$ cat config.mk
export PLATFORM = sky130hd
export DESIGN_NAME = cgia_bus_arbiter
export DESIGN_NICKNAME = d
export VERILOG_FILES = /design/src/rtl/cgia_bus_arbiter.sv
export SDC_FILE = /design/constraint.sdc
export NUM_CORES = 1
export LEC_CHECK = 0
export CORE_MARGIN = 2
export CORE_UTILIZATION = 30
export CTS_CLUSTER_SIZE = 28
export DETAILED_ROUTE_END_ITERATION = 10
export PLACE_DENSITY = 0.87
export RECOVER_POWER = 50
export SETUP_SLACK_MARGIN = 0.5
export SYNTH_ARGS = -nofsm -noshare
export SYNTH_HDL_FRONTEND = slang
export SYNTH_SLANG_ARGS = --single-unit
$ cat constraint.sdc
create_clock -name clk_i -period 3.16 [get_ports clk_i]
set_clock_uncertainty 0.1 [all_clocks]
set_input_delay 0.474 -clock clk_i [delete_from_list [all_inputs] [get_ports clk_i]]
set_output_delay 0.474 -clock clk_i [all_outputs]
set_load 0.05 [all_outputs]
$ cat src/rtl/cgia_bus_arbiter.sv
// Two-master Wishbone classic arbiter for the CGIA memory port: video fetcher (m0)
// and host/blitter (m1), with a watchdog that errors out cycles the slave never acks.
module cgia_bus_arbiter #(
  parameter int TIMEOUT     = 15,
  parameter int ROUND_ROBIN = 0
) (
  input  logic        clk_i,
  input  logic        reset_i,
  input  logic        m0_cyc_i,
  input  logic        m0_stb_i,
  input  logic [22:0] m0_adr_i,
  output logic [15:0] m0_dat_o,
  output logic        m0_ack_o,
  output logic        m0_err_o,
  input  logic        m1_cyc_i,
  input  logic        m1_stb_i,
  input  logic        m1_we_i,
  input  logic [1:0]  m1_sel_i,
  input  logic [22:0] m1_adr_i,
  input  logic [15:0] m1_dat_i,
  output logic [15:0] m1_dat_o,
  output logic        m1_ack_o,
  output logic        m1_err_o,
  output logic        cyc_o,
  output logic        stb_o,
  output logic        we_o,
  output logic [1:0]  sel_o,
  output logic [22:0] adr_o,
  output logic [15:0] dat_o,
  input  logic [15:0] dat_i,
  input  logic        ack_i,
  output logic [1:0]  gnt_o
);

  localparam logic [1:0] IDLE = 2'b00;
  localparam logic [1:0] GNT0 = 2'b01;
  localparam logic [1:0] GNT1 = 2'b10;
  localparam logic [7:0] WD_LAST = 8'(TIMEOUT - 1);

  logic [1:0] state, state_next;
  logic       last, last_next;
  logic [7:0] wd, wd_next;
  logic [1:0] err, err_next;
  logic       timeout;

  // Tie break: fixed priority favours m0; round robin favours the master not in last.
  function automatic logic [1:0] arbitrate(input logic c0, input logic c1, input logic lst);
    if (c0 && c1)
      return (ROUND_ROBIN != 0 && !lst) ? GNT1 : GNT0;
    else if (c0)
      return GNT0;
    else if (c1)
      return GNT1;
    else
      return IDLE;
  endfunction

  always_ff @(posedge clk_i or negedge reset_i) begin
    if (!reset_i) begin
      state <= IDLE;
      last  <= 1'b1;
      wd    <= 8'd0;
      err   <= 2'b00;
    end else begin
      state <= state_next;
      last  <= last_next;
      wd    <= wd_next;
      err   <= err_next;
    end
  end

  always_comb begin
    timeout    = (state != IDLE) && stb_o && !ack_i && (wd == WD_LAST);
    state_next = state;
    case (state)
      GNT0: begin
        if (timeout)       state_next = IDLE;
        else if (m0_cyc_i) state_next = GNT0;
        else               state_next = arbitrate(1'b0, m1_cyc_i, last);
      end
      GNT1: begin
        if (timeout)       state_next = IDLE;
        else if (m1_cyc_i) state_next = GNT1;
        else               state_next = arbitrate(m0_cyc_i, 1'b0, last);
      end
      default: state_next = arbitrate(m0_cyc_i, m1_cyc_i, last);
    endcase

    last_next = last;
    if (state == GNT0 && state_next != GNT0) last_next = 1'b0;
    if (state == GNT1 && state_next != GNT1) last_next = 1'b1;

    // Watchdog only counts strobe cycles the slave has left un-acked.
    if (timeout || state == IDLE || !stb_o || ack_i) wd_next = 8'd0;
    else                                              wd_next = wd + 8'd1;

    err_next = timeout ? state : 2'b00;
  end

  always_comb begin
    cyc_o = 1'b0;
    stb_o = 1'b0;
    we_o  = 1'b0;
    sel_o = 2'b00;
    adr_o = 23'd0;
    dat_o = 16'd0;
    case (state)
      GNT0: begin
        cyc_o = m0_cyc_i;
        stb_o = m0_stb_i;
        sel_o = 2'b11;
        adr_o = m0_adr_i;
      end
      GNT1: begin
        cyc_o = m1_cyc_i;
        stb_o = m1_stb_i;
        we_o  = m1_we_i;
        sel_o = m1_sel_i;
        adr_o = m1_adr_i;
        dat_o = m1_dat_i;
      end
      default: ;
    endcase
    m0_ack_o = (state == GNT0) && ack_i;
    m1_ack_o = (state == GNT1) && ack_i;
    m0_err_o = err[0];
    m1_err_o = err[1];
    m0_dat_o = dat_i;
    m1_dat_o = dat_i;
  end

  assign gnt_o = state;

endmodule

* Yosys cells after proc, flatten, opt, wreduce, memory -nomap -nowiden *
Cells that the tools add are included.

word-level totals
  register bits after elaboration = 12
  bits of input ports = 88
  output and inout bits = 82
  logic and storage cells = 36

cells by class
  add/sub/neg operators = 1
  equality and inequality tests = 3
  mux-type cells = 16
  reductions and logical operators = 13

operators by type and width
  kind                 count
  $pmux 23 s2          1
  $mux 16              1
  $mux 2               7
  $add 8x1->8 const B  1
  $eq 8x4->1 const B   1
  $mux 8               1
  $pmux 2 s2           2
  $logic_and 1x1->1    6
  $pmux 1 s2           2
  $logic_or 1x1->1     3
  $eq 2x1->1 const B   1
  $eq 2x2->1 const B   1
  $logic_not 1->1      2
  $logic_not 2->1      1
  $mux 1               2
  $reduce_bool 2->1    1

* Logic depth before layout (Yosys ltp) *
Gate-level depths: netlist of the first run.

  word-level depth = 9
  depth in mapped cells = 6
  gate-level depth less buffers = 5

* Least setup slack after synthesis of the first run *
No wires, ideal clock.

  path type = register to output
  from = reg state[1] (netlist: gnt_o[1])
  to = out adr_o[0]
  data arrival time = 2296 ps
  required time = 2586 ps
  slack = 290 ps
  stages on the path, launching flop included = 6
  path through = dfrtp_1 > ha_1 > clkbuf_1 > buf_1 > a22oi_1 > nor2b_1

on the way
  cells in the longest elaborated chain, start to end = 2

RTL lines
  item                                      RTL line  text
  start: declaration                        40        logic [1:0] state, state_next;
  start signal: assignment                  65        state <= state_next;
  $eq 2x2->1 or $eq 2x1->1 (tied branches)  107       case (state)
  $pmux 23 s2 (*)                           107
  end: declaration                          28        output logic [22:0] adr_o,

Every way passes the cells marked *; elsewhere a longest branch is shown, timed or not.

* Final worst setup path of the first run *
  from = reg state[0] (netlist: gnt_o[0])
  to = out stb_o

on the way
  cells in the longest elaborated chain, start to end = 2

RTL lines
  item                                      RTL line  text
  $eq 2x2->1 or $eq 2x1->1 (tied branches)  107
  $pmux 1 s2 (*)                            107
  end: declaration                          25        output logic stb_o,

Marks and branches as above.

==> flow_summary.toml, run 1 <==
[layout]
diodes = 0
instances_no_fill = 333
design_area_mm2 = 0.00308
drive_above_1_share = 0.331
nNetsFinal = 360
syn_to_final_growth_pct = 106

[place]
detailedPlace.worstSlack_ns = 0.821
portBuffers = 121
placed_area_mm2 = 0.00303
globalplace.congestion = 0.790
hpwl_um = 4500
placed_cells = 329

[floorplanning]
core-area_mm2 = 0.00475
die_h_um = 74.6
io_pins = 170
die_w_um = 74.6
initial_core_util = 0.314
rows = 25
dieArea_mm2 = 0.00556

[sta]
worst_slew_pin_slew_ns = 0.731
finalCritPeriodShare = 0.806
grt_setup_unrepaired = "false"
setup-tns-final_ns = 0
fin_ws_ns = 0.612
setup_viol = 0
fin_crit_ns = 2.55
hold_viol = 0
slew_violations = 0
slew_headroom = 0.506
fmax_mhz = 392

[clock_network]
cts_tree = "built"
post_cts_resized = 0
clockRootBuffer = "clkbuf_8"
clk_latency_ns = 0.24
clkSinkCount = 12
clkTransAtPathRegs_ns = 0.06
clockBufferDepth = 2
post_cts_buffers = 0
htreeDepth = 1
cts-hold-fix-buffers = 0
cts_buffers = 3

[global_routing]
grtUsageTotal = 0.196
grt_pass1_wl_um = 8330
grt_pass1_vias = 1679
grt_remaining_overflow = 0
antenna_found_initial = 0
grt_max_degree = 31

[yosys]
synthAdderAreaFrac = 0.0419
syn_nets = 274
synth.most_common_cell = "buf_4"
synthMuxAreaShare = 0
synth_xor_area_frac = 0.0176
synth_compound_area_frac = 0.191
synth_top_area_cell = "dfrtp_1"
yosysSeqAreaShare = 0.201
synth_edf_count = 0
synth_top_area_share = 0.201
yosysUniqueCellTypes = 37
synth-seq-cells = 12
async_flop_share = 1.00
synth_area_leaders = "dfrtp_1 (20%), buf_4 (16%), a22oi_1 (13%)"
post_synth_and_or_nand_nor_area_fraction = 0.336
synth_ff_type = "dfrtp_1"
synth_common_cells = "buf_4 (32), nor2b_1 (28), a22oi_1 (25), and2_1 (21), dfrtp_1 (12)"
synthesis.area_mm2 = 0.00149
syn-instance-count = 181
avgSynthCellArea_um2 = 8.25
synth_top_family_by_area = "simple AND/OR/NAND/NOR gates"
yosysWarnings = 0

[critical_path]
r2r-end = "wd[7]"
cp-start-kind = "flop"
slowest_delay_ns = 0.48
critPathKind = "reg -> out"
crit_fanout = 17
worstPathCellList = "inv_1 -> ha_1 -> clkbuf_1 -> a22oi_2 -> nor2b_1 -> buf_12"
reg2reg_from = "gnt_o[0]"
arrival_ns = 1.97
endpoint_kind = "output port"
required_ns = 2.59
r2r_slack_ns = 0.83
critPathTopFamily = "buffers and inverters"
crit_slowest_cell = "clkbuf_1"
crit_buf_inv = 3
reg2reg_depth = 6

[power_and_ir_drop]
p_total_uw = 2930
clockPowerShare = 0.057
p_int_uw = 1460
power_frac_seq = 0.063
p_sw_uw = 1470
swShare = 0.500
p_comb_frac = 0.880
ir_drop_v = 0.000676
cellPowerDensity_mw_per_mm2 = 951
power.leakage_uw = 0.00116

[worst_hold_path]
whs_path_depth = 1
holdPathEnd = "wd[0]"
hold_path_class = "reg -> reg"
min_from = "wd[0]"

[drt]
drtIter0Drc = 73
drc = 0
vias = 1617
routed_via_density = 4.86
post_drt_wl_per_cell_um = 16.1
drtPass1Iterations = 4
finalWirelength_um = 5370
antenna_left = 0

[job]
drv_cap = 0

[outcome]
status = "complete, no violations"
power groups by stage:
stage	Clock, uW	Combinational (uW)	Sequential (uW)
after floorplan	0	1480	229
after global placement	0	2580	185
after detailed placement	0	2610	188
after CTS	171	2610	186
after global routing	182	2690	188
final	166	2580	185
layer usage:
layer  share of wire  GRT usage
met1            0.34      0.210
met2            0.55      0.365
met3           0.081     0.0556
met5               0          0
met4           0.027     0.0675
through the flow:
| step | hold slack (ns) | utilization |
|---|---|---|
| 2_1_floorplan | 0.0784 | - |
| 3_3_place_gp | 0.422 | 0.638 |
| 3_5_place_dp | 0.429 | 0.638 |
| 4_1_cts | 0.444 | 0.650 |
| 5_1_grt | 0.477 | 0.648 |
| 6_report | 0.443 | 0.648 |
how the worst max path moves through the flow:
stage	startpoint	to	slack (ns)	depth (start not counted)
global route	gnt_o[0]	stb_o	0.43	6
finish	gnt_o[0]	stb_o	0.61	6
floorplan	gnt_o[1]	adr_o[0]	0.53	5
detailed placement	gnt_o[1]	wd[5]	0.82	5
global placement	ack_i	wd[6]	0.94	4
CTS	gnt_o[1]	adr_o[18]	0.65	5
final cells by class:
class,instances,area [um2]
fill,363,1670
multi-input combinational,119,935
timing repair buffer,126,1690
clock buffer,4,55.1
inverter,5,18.8
tap,67,83.8
sequential,12,300
state kept, by name (all words and copies together), names as in the netlist:
name / count
err: 2
gnt_o: 2
wd: 8
cells by family (layout without fill, tap and decap cells):
logic type	after synthesis	after routing
buffers and inverters	50	135
and+or+nand+nor	74	74
xor gates and xnor gates	3	3
adders and majority gates	5	5
AOI/OAI and AO/OA	37	37
DFF	12	12
cells in the final DEF, fill, tap and decap left out, types with 2 or more instances in the layout:
| master | Yosys | layout |
|---|---|---|
| buf_4 | 32 | 4 |
| a22oi_1 | 25 | 25 |
| nor3_2 | 5 | 5 |
| o21ai_0 | 3 | 3 |
| nand3_1 | 4 | 4 |
| xor2_1 | 2 | 2 |
| or3_1 | 2 | 2 |
| a211oi_2 | 3 | 3 |
| dfrtp_1 | 12 | 12 |
| dlygate4sd3_1 | 0 | 5 |
| and2_1 | 21 | 18 |
| inv_1 | 5 | 5 |
| a21oi_1 | 2 | 2 |
| ha_1 | 5 | 5 |
| and2_0 | 0 | 3 |
| buf_12 | 0 | 45 |
| clkbuf_1 | 8 | 2 |
| clkbuf_8 | 0 | 4 |
| nor2b_1 | 28 | 7 |
| nor2b_2 | 0 | 21 |
| clkdlybuf4s50_1 | 0 | 70 |
(Power assumes the default switching activity.)
==> run 2, diff against run 1 <==
--- a/config.mk
+++ b/config.mk
@@ -6,10 +6,10 @@
 export NUM_CORES = 1
 export LEC_CHECK = 0
 export CORE_MARGIN = 2
-export CORE_UTILIZATION = 30
+export CORE_UTILIZATION = 25
 export CTS_CLUSTER_SIZE = 28
 export DETAILED_ROUTE_END_ITERATION = 10
-export PLACE_DENSITY = 0.87
+export PLACE_DENSITY = 0.78
 export RECOVER_POWER = 50
 export SETUP_SLACK_MARGIN = 0.5
 export SYNTH_ARGS = -nofsm -noshare
==> constraint.sdc (replaced) <==
create_clock -name clk_i -period 2.1 [get_ports clk_i]
set_clock_uncertainty 0.1 [all_clocks]
set_input_delay 0.315 -clock clk_i [delete_from_list [all_inputs] [get_ports clk_i]]
set_output_delay 0.315 -clock clk_i [all_outputs]
set_load 0.05 [all_outputs]
==> flow_summary.toml, run 2 (same netlist as run 1, synthesis figures left out) <==
[global_routing]
antenna_found_initial = 0
grt_max_degree = 20
grtUsageTotal = 0.168
grt_remaining_overflow = 0
grt_pass1_wl_um = 8560
grt_pass1_vias = 1741

[worst_hold_path]
hold_path_class = "in -> async"

[power_and_ir_drop]
power_frac_seq = 0.051
power.leakage_uw = 0.00145
swShare = 0.453
p_int_uw = 3230
cellPowerDensity_mw_per_mm2 = 1570
p_comb_frac = 0.905
clockPowerShare = 0.044
p_sw_uw = 2680
ir_drop_v = 0.000989

[drt]
drc = 0
post_drt_wl_per_cell_um = 17.6
antenna_left = 0
finalWirelength_um = 6280
drtPass1Iterations = 4
routed_via_density = 4.86
vias = 1735
drtIter0Drc = 54

[sta]
setup-tns-final_ns = 0
slew_violations = 0
finalCritPeriodShare = 0.954
fmax_mhz = 499
slew_headroom = 0.554
worst_slew_pin_slew_ns = 0.672
holdWs_ns = 0.398
setup_viol = 0
fin_crit_ns = 2.00
hold_viol = 0
grt_setup_unrepaired = "true"

[critical_path]
cp-start-kind = "flop"
crit_fanout = 9
arrival_ns = 1.59
required_ns = 1.68
reg2reg_from = "gnt_o[1]"
endpoint_kind = "output port"
reg2reg_depth = 5
cp-startpoint = "gnt_o[1]"
critPathKind = "reg -> out"

[floorplanning]
die_h_um = 81.3
rows = 28
dieArea_mm2 = 0.00661
core-area_mm2 = 0.00585
die_w_um = 81.3
initial_core_util = 0.255
io_pins = 170

[layout]
regMostFlops = "wd"
multiInputGateArea_mm2 = 0.00132
syn_to_final_growth_pct = 152
fillers = 409
drive_above_1_share = 0.589
design_area_mm2 = 0.00377
diodes = 0
utilization = 0.644
final_common_cell = "clkdlybuf4s50_1"
nNetsFinal = 376
regArea_um2 = 304
instances_no_fill = 357
largest_register_ff_count = 8
layout_common_cells = "clkdlybuf4s50_1 (70), buf_12 (51), nor2b_4 (27), a22oi_2 (25), and2_4 (20)"

[place]
portBuffers = 121
hpwl_um = 4380
placed_cells = 339
globalplace.congestion = 0.760
placed_area_mm2 = 0.00334

[clock_network]
cts_buffers = 3
htreeDepth = 1
cts_tree = "built"
clkSinkCount = 12
clk_latency_ns = 0.25
clockBufferDepth = 2
clockRootBuffer = "clkbuf_8"
clkTransAtPathRegs_ns = 0.06

[outcome]
status = "complete, no violations"

[job]
drv_cap = 0
==> run 2: changes by cell type in the layout (fill, tap and decap cells not counted), sizes merged <==
cell / previous run / this run
buf: 49 / 64
dlygate4sd3: 5 / 1
dlygate4sd2: 0 / 2
clkbuf: 6 / 9
==> run 2: repair_timing <==
action / 4_1_cts / 5_1_grt
endpoints found under the setup margin: 62 / 59
hold buffers: 0 / 0
pin swaps: 5 / 6
gates resized for setup: 40 / 10
gates cloned: 2 / 3
buffers inserted: 5 / 4
==> run 2: layer usage <==
metal  share of wire  vias up  wire length (um)  GRT usage
met5               0        -                 0          0
met4           0.024        0               148     0.0644
met3           0.063       21               398     0.0378
met2            0.55       80              3470      0.299
met1            0.36      836              2260      0.192
li1                -      798                 -          -
==> run 2: per-stage QoR <==
stage / total power (uW) / setup slack [ns]
after floorplan: 3250 / 0.151
after global placement: 4870 / 0.201
after detailed placement: 4900 / 0.160
after CTS: 5660 / 0.127
after global routing: 6140 / 0.0566
final: 5910 / 0.0957
==> run 2: worst paths after layout <==
check	to	slack [ns]
setup / recovery	adr_o[2]	0.1
hold / removal	wd[2]	0.40
setup reg to reg	gnt_o[1]	0.11
max in group asynchronous	wd[0]	1.10
hold reg to reg	wd[0]	0.49
min in group clk_i	wd[0]	0.49
==> run 2: power groups by stage <==
| stage | logic [uW] | registers, uW | clock network, uW |
|---|---|---|---|
| global placement | 4580 | 287 | 0 |
| global route | 5560 | 306 | 277 |
| floorplan | 2890 | 353 | 0 |
| detailed placement | 4610 | 292 | 0 |
| finish | 5350 | 303 | 260 |
| CTS | 5100 | 299 | 260 |
==> run 2: cell type report <==
class                      instances  share of cell area
timing repair buffer             142               0.524
multi-input combinational        119               0.350
tap                               75              0.0249
inverter                           5             0.00631
sequential                        12              0.0807
clock buffer                       4              0.0146
==> run 2: critical path: stages, from the launching register on <==
cell and delay, ns:
dfrtp_2 0.44, inv_4 0.07, ha_4 0.20, clkbuf_16 0.18, a22oi_2 0.22, nor2b_4 0.07
buf_12 0.15
==> run 3, diff against run 2 <==
--- a/config.mk
+++ b/config.mk
@@ -5,13 +5,14 @@
 export SDC_FILE = /design/constraint.sdc
 export NUM_CORES = 1
 export LEC_CHECK = 0
-export CORE_MARGIN = 2
+export CORE_MARGIN = 1.5
 export CORE_UTILIZATION = 25
 export CTS_CLUSTER_SIZE = 28
 export DETAILED_ROUTE_END_ITERATION = 10
 export PLACE_DENSITY = 0.78
 export RECOVER_POWER = 50
 export SETUP_SLACK_MARGIN = 0.5
+export SKIP_LAST_GASP = 1
 export SYNTH_ARGS = -nofsm -noshare
 export SYNTH_HDL_FRONTEND = slang
 export SYNTH_SLANG_ARGS = --single-unit
==> flow_summary.toml, run 3 (same netlist as run 1, synthesis figures left out) <==
[outcome]
status = "complete, no violations"

[drt]
wl_met2_um = 3470
top_layer = "met4"
drtIter0Drc = 120
drtPass1Iterations = 4
dr_wl_met3_um = 434
finalWirelength_um = 6120
vias = 1682
routed_via_density = 4.75
met1_length_um = 2150
drc = 0
post_drt_wl_per_cell_um = 17.3
antenna_left = 0

[layout]
final_common_cell = "clkdlybuf4s50_1"
syn_to_final_growth_pct = 147
nNetsFinal = 376
layout_common_cells = "clkdlybuf4s50_1 (70), buf_12 (49), nor2b_4 (27), a22oi_2 (25), and2_4 (19)"
largest_register_ff_count = 8
drive_above_1_share = 0.578
regMostFlops = "wd"
diodes = 0
fillers = 382

[clock_network]
clockRootBuffer = "clkbuf_8"
cts_buffers = 3
htreeDepth = 1
cts_tree = "built"
clk_latency_ns = 0.24
clockBufferDepth = 2
clkSinkCount = 12
clkTransAtPathRegs_ns = 0.06

[global_routing]
grt_pass1_wl_um = 9200
antenna_found_initial = 0
grt_remaining_overflow = 0
grt_pass1_vias = 1807
grt_max_degree = 18
grtUsageTotal = 0.184

[floorplanning]
dieArea_mm2 = 0.00645
die_h_um = 80.3
io_pins = 170
die_w_um = 80.3
initial_core_util = 0.265
rows = 27
core-area_mm2 = 0.00564

[critical_path]
arrival_ns = 1.58
critPathKind = "reg -> out"
cp-startpoint = "gnt_o[0]"
endpoint_kind = "output port"
required_ns = 1.68
crit_fanout = 7
cp-start-kind = "flop"
reg2reg_from = "gnt_o[0]"

[sta]
worst_slew_pin_slew_ns = 0.636
slew_violations = 0
finalCritPeriodShare = 0.951
setup_viol = 0
grt_setup_unrepaired = "true"
hold_viol = 0
setup-tns-final_ns = 0
fmax_mhz = 501
slew_headroom = 0.578
fin_crit_ns = 2.00
holdWs_ns = 0.402

[place]
hpwl_um = 4430
portBuffers = 121
globalplace.congestion = 0.759

[power_and_ir_drop]
cellPowerDensity_mw_per_mm2 = 1540
power.leakage_uw = 0.00143
ir_drop_v = 0.00102

[worst_hold_path]
hold_path_class = "in -> async"

[job]
drv_cap = 0
## run 3: cell count changes in the layout (fill, tap and decap cells not counted), sizes merged
| cell | delta |
|---|---|
| buf | +2 |
| clkbuf | -2 |
## run 3: cell type report
cell class / count / area, um2 / area share
multi-input combinational: 119 / 1310 / 0.356
sequential: 12 / 304 / 0.0823
timing repair buffer: 142 / 1920 / 0.520
inverter: 5 / 21.3 / 0.00576
clock buffer: 4 / 45.0 / 0.0122
tap: 72 / 90.1 / 0.0244
## run 3: worst max-delay path, cell delays in order, from the launching register on
cell,delay [ns]
dfrtp_2,0.42
inv_4,0.06
ha_4,0.20
clkbuf_16,0.18
a22oi_2,0.24
nor2b_4,0.07
buf_12,0.15
## run 3: report_power, final
group / total [uW] / leakage [uW] / internal (uW) / switching, uW
clock: 225 / 0.0000228 / 134 / 90.5
combinational: 5170 / 0.00125 / 2670 / 2510
sequential: 297 / 0.000161 / 258 / 38.6
## run 3: worst paths after layout
check / depth (start not counted) / slack (ns) / to
setup / recovery: 6 / 0.10 / adr_o[10]
hold / removal: 1 / 0.40 / wd[4]
setup reg to reg: 6 / 0.22 / wd[1]
hold reg to reg: 1 / 0.41 / wd[0]
max in group asynchronous: 1 / 1.10 / gnt_o[1]
min in group clk_i: 1 / 0.41 / wd[0]
## run 3: per-stage QoR
step	cells	instance area (um2)	setup slack (ns)	util	power (uW)
finish	354	3690	0.103	0.655	5700
detailed placement	337	3360	0.144	0.595	4960
global placement	337	3360	0.191	0.595	4910
CTS	350	3650	0.131	0.648	5600
global route	354	3690	0.0552	0.655	5920
floorplan	181	1850	0.151	-	3250
## run 3: per-layer routing
metal / GRT usage / vias to the layer above
met1: 0.192 / 793
met2: 0.367 / 81
li1: - / 800
met3: 0.0364 / 8
met4: 0.0466 / 0
met5: 0 / -
## run 3: timing repair
action | 4_1_cts | 5_1_grt
hold buffers | 0 | 0
gates resized for setup | 41 | 5
pin swaps | 6 | 2
gates cloned | 1 | 1
setup endpoints to repair | 62 | 60
setup buffers | 8 | 3
==> RTL edit: new RTL, flow settings as in run 2 <==
Change the parameter `ROUND_ROBIN` from 0 to 1.
--- a/src/rtl/cgia_bus_arbiter.sv
+++ b/src/rtl/cgia_bus_arbiter.sv
@@ -2,7 +2,7 @@
 // and host/blitter (m1), with a watchdog that errors out cycles the slave never acks.
 module cgia_bus_arbiter #(
   parameter int TIMEOUT     = 15,
-  parameter int ROUND_ROBIN = 0
+  parameter int ROUND_ROBIN = 1
 ) (
   input  logic        clk_i,
   input  logic        reset_i,
Formal check against the unedited RTL: not equivalent (Yosys sat finds a counterexample within 4 cycles, from zero or initial values and one cycle with reset_i low).
==> RTL edit against run 2 <==
Final area fell by 5.2%. Sequential cell count rose by 1. Combinational power fell by 15%. Worst setup slack got worse by 48 ps. Die area fell by 6.9%. Global-route usage rose by 2.3 points. Power fell by 13%. Routed wire length rose by 3.5%. Synthesized area fell by 7.3%. Sequential power rose by 11%. Largest cell class unchanged.
==> RTL edit: results <==
set metrics [dict create \
    ir_drop_v 0.000635 \
    slew_headroom_pct 57.9 \
    tightest_slew_ps 635 \
    status "completed" \
    grtUsageTotal_pct 19.0 \
    clkTransAtPathRegs_ps 50 \
    pre_cts_ws_ps -33.1 \
    ys_async_sr_fraction_pct 100 \
    place_congestion 0.719 \
    grt_max_degree 18 \
    wl_mm 6.50 \
    met1_usage_pct 21.5 \
    diodes 0 \
    synth.yosys.seq_area_share_pct 23.6 \
    n_fill_cell 376 \
    gr-usage-met3_pct 5.86 \
    largest_reg_flops 8 \
    p_leak_nw 1.35 \
    synth_common_cells "nor2_1 (35), buf_4 (32), a22oi_1 (26), and2_1 (20), dfrtp_1 (12)" \
    numPortBuffers 121 \
    drive_gt1_share_pct 58.5 \
    synthXorXnorAreaFrac_pct 3.16 \
    grtUsageMet2_pct 33.2 \
    synth-compound-area-share_pct 18.9 \
    dp_cells 338 \
    crit_path_max_fanout 7 \
    synth_fa_ha_area_share_pct 4.52 \
    vias 1678 \
    dpl.hpwl_mm 4.27 \
    finalNetCount 378 \
    post_dp_cell_area_sq_um 2920 \
    ys_types 30 \
    avgSynthCellArea_sq_um 7.65 \
    cp_top_family "buffers and inverters" \
    cp.arrival_ps 1640 \
    drt_iter0_drc 45 \
    grt_pass1_wl_mm 9.23 \
    synth_area_leaders "dfrtp_1 (22%), buf_4 (17%), a22oi_1 (14%)" \
    post_drt_wl_per_cell_um 18.3 \
]
RTL edit: cell types whose count changed in the layout (fill, tap and decap cells not counted), moves of 3 or more:
| cell | change |
|---|---|
| buf_12 | -27 |
| nor2_1 | +4 |
| nand2_1 | +3 |
| nor3_2 | -4 |
| buf_16 | +3 |
| nor2_4 | +28 |
| buf_8 | +23 |
| a211oi_2 | -3 |
| buf_6 | +4 |
| nor2_2 | +3 |
| nor2b_4 | -27 |
RTL edit: layout make-up:
class	instances	area (sq um)	share of cell area [%]
clock buffer	4	45.0	1.26
tap	72	90.1	2.52
inverter	7	43.8	1.23
sequential	13	329	9.22
multi-input combinational	117	1210	33.8
timing repair buffer	143	1850	52.0
RTL edit: routing by layer:
layer | vias up | wire, um
met5 | - | 0
met4 | 0 | 239
met3 | 18 | 568
met2 | 97 | 3380
met1 | 775 | 2320
li1 | 788 | -
RTL edit: worst paths after layout:
| kind | cells after the start | endpoint | startpoint | slack (ps) |
|---|---|---|---|---|
| setup / recovery | 7 | adr_o[13] | gnt_o[1]$_DFF_PN0_ | 50 |
| hold / removal | 1 | wd[2]$_DFF_PN0_ | reset_i | 420 |
| setup reg to reg | 8 | last$_DFFE_PN1P_ | gnt_o[1]$_DFF_PN0_ | 50 |
| hold reg to reg | 2 | wd[7]$_DFF_PN0_ | wd[7]$_DFF_PN0_ | 470 |
| max in group asynchronous | 1 | gnt_o[0]$_DFF_PN0_ | reset_i | 1060 |
| min in group clk_i | 2 | wd[7]$_DFF_PN0_ | wd[7]$_DFF_PN0_ | 470 |
RTL edit: kinds of logic (layout without fill, tap and decap cells):
group | count (synthesis) | count (layout)
AO/OA/AOI/OAI | 36 | 36
XOR/XNOR | 5 | 5
adder cells (fa/ha/maj) | 5 | 5
buffers and inverters | 51 | 154
flip-flops | 13 | 13
AND/OR/NAND/NOR | 71 | 71
RTL edit: power by group:
| part | internal (mW) | switching [mW] |
|---|---|---|
| logic | 2.09 | 2.48 |
| registers | 0.291 | 0.0451 |
| clock network | 0.134 | 0.0865 |
RTL edit: timing repair:
action                                  in CTS  in global routing
gates cloned                                 4                  1
endpoints found under the setup margin      62                 60
resized for setup                           57                 57
pin swaps                                    1                 14
buffers inserted                             5                  4
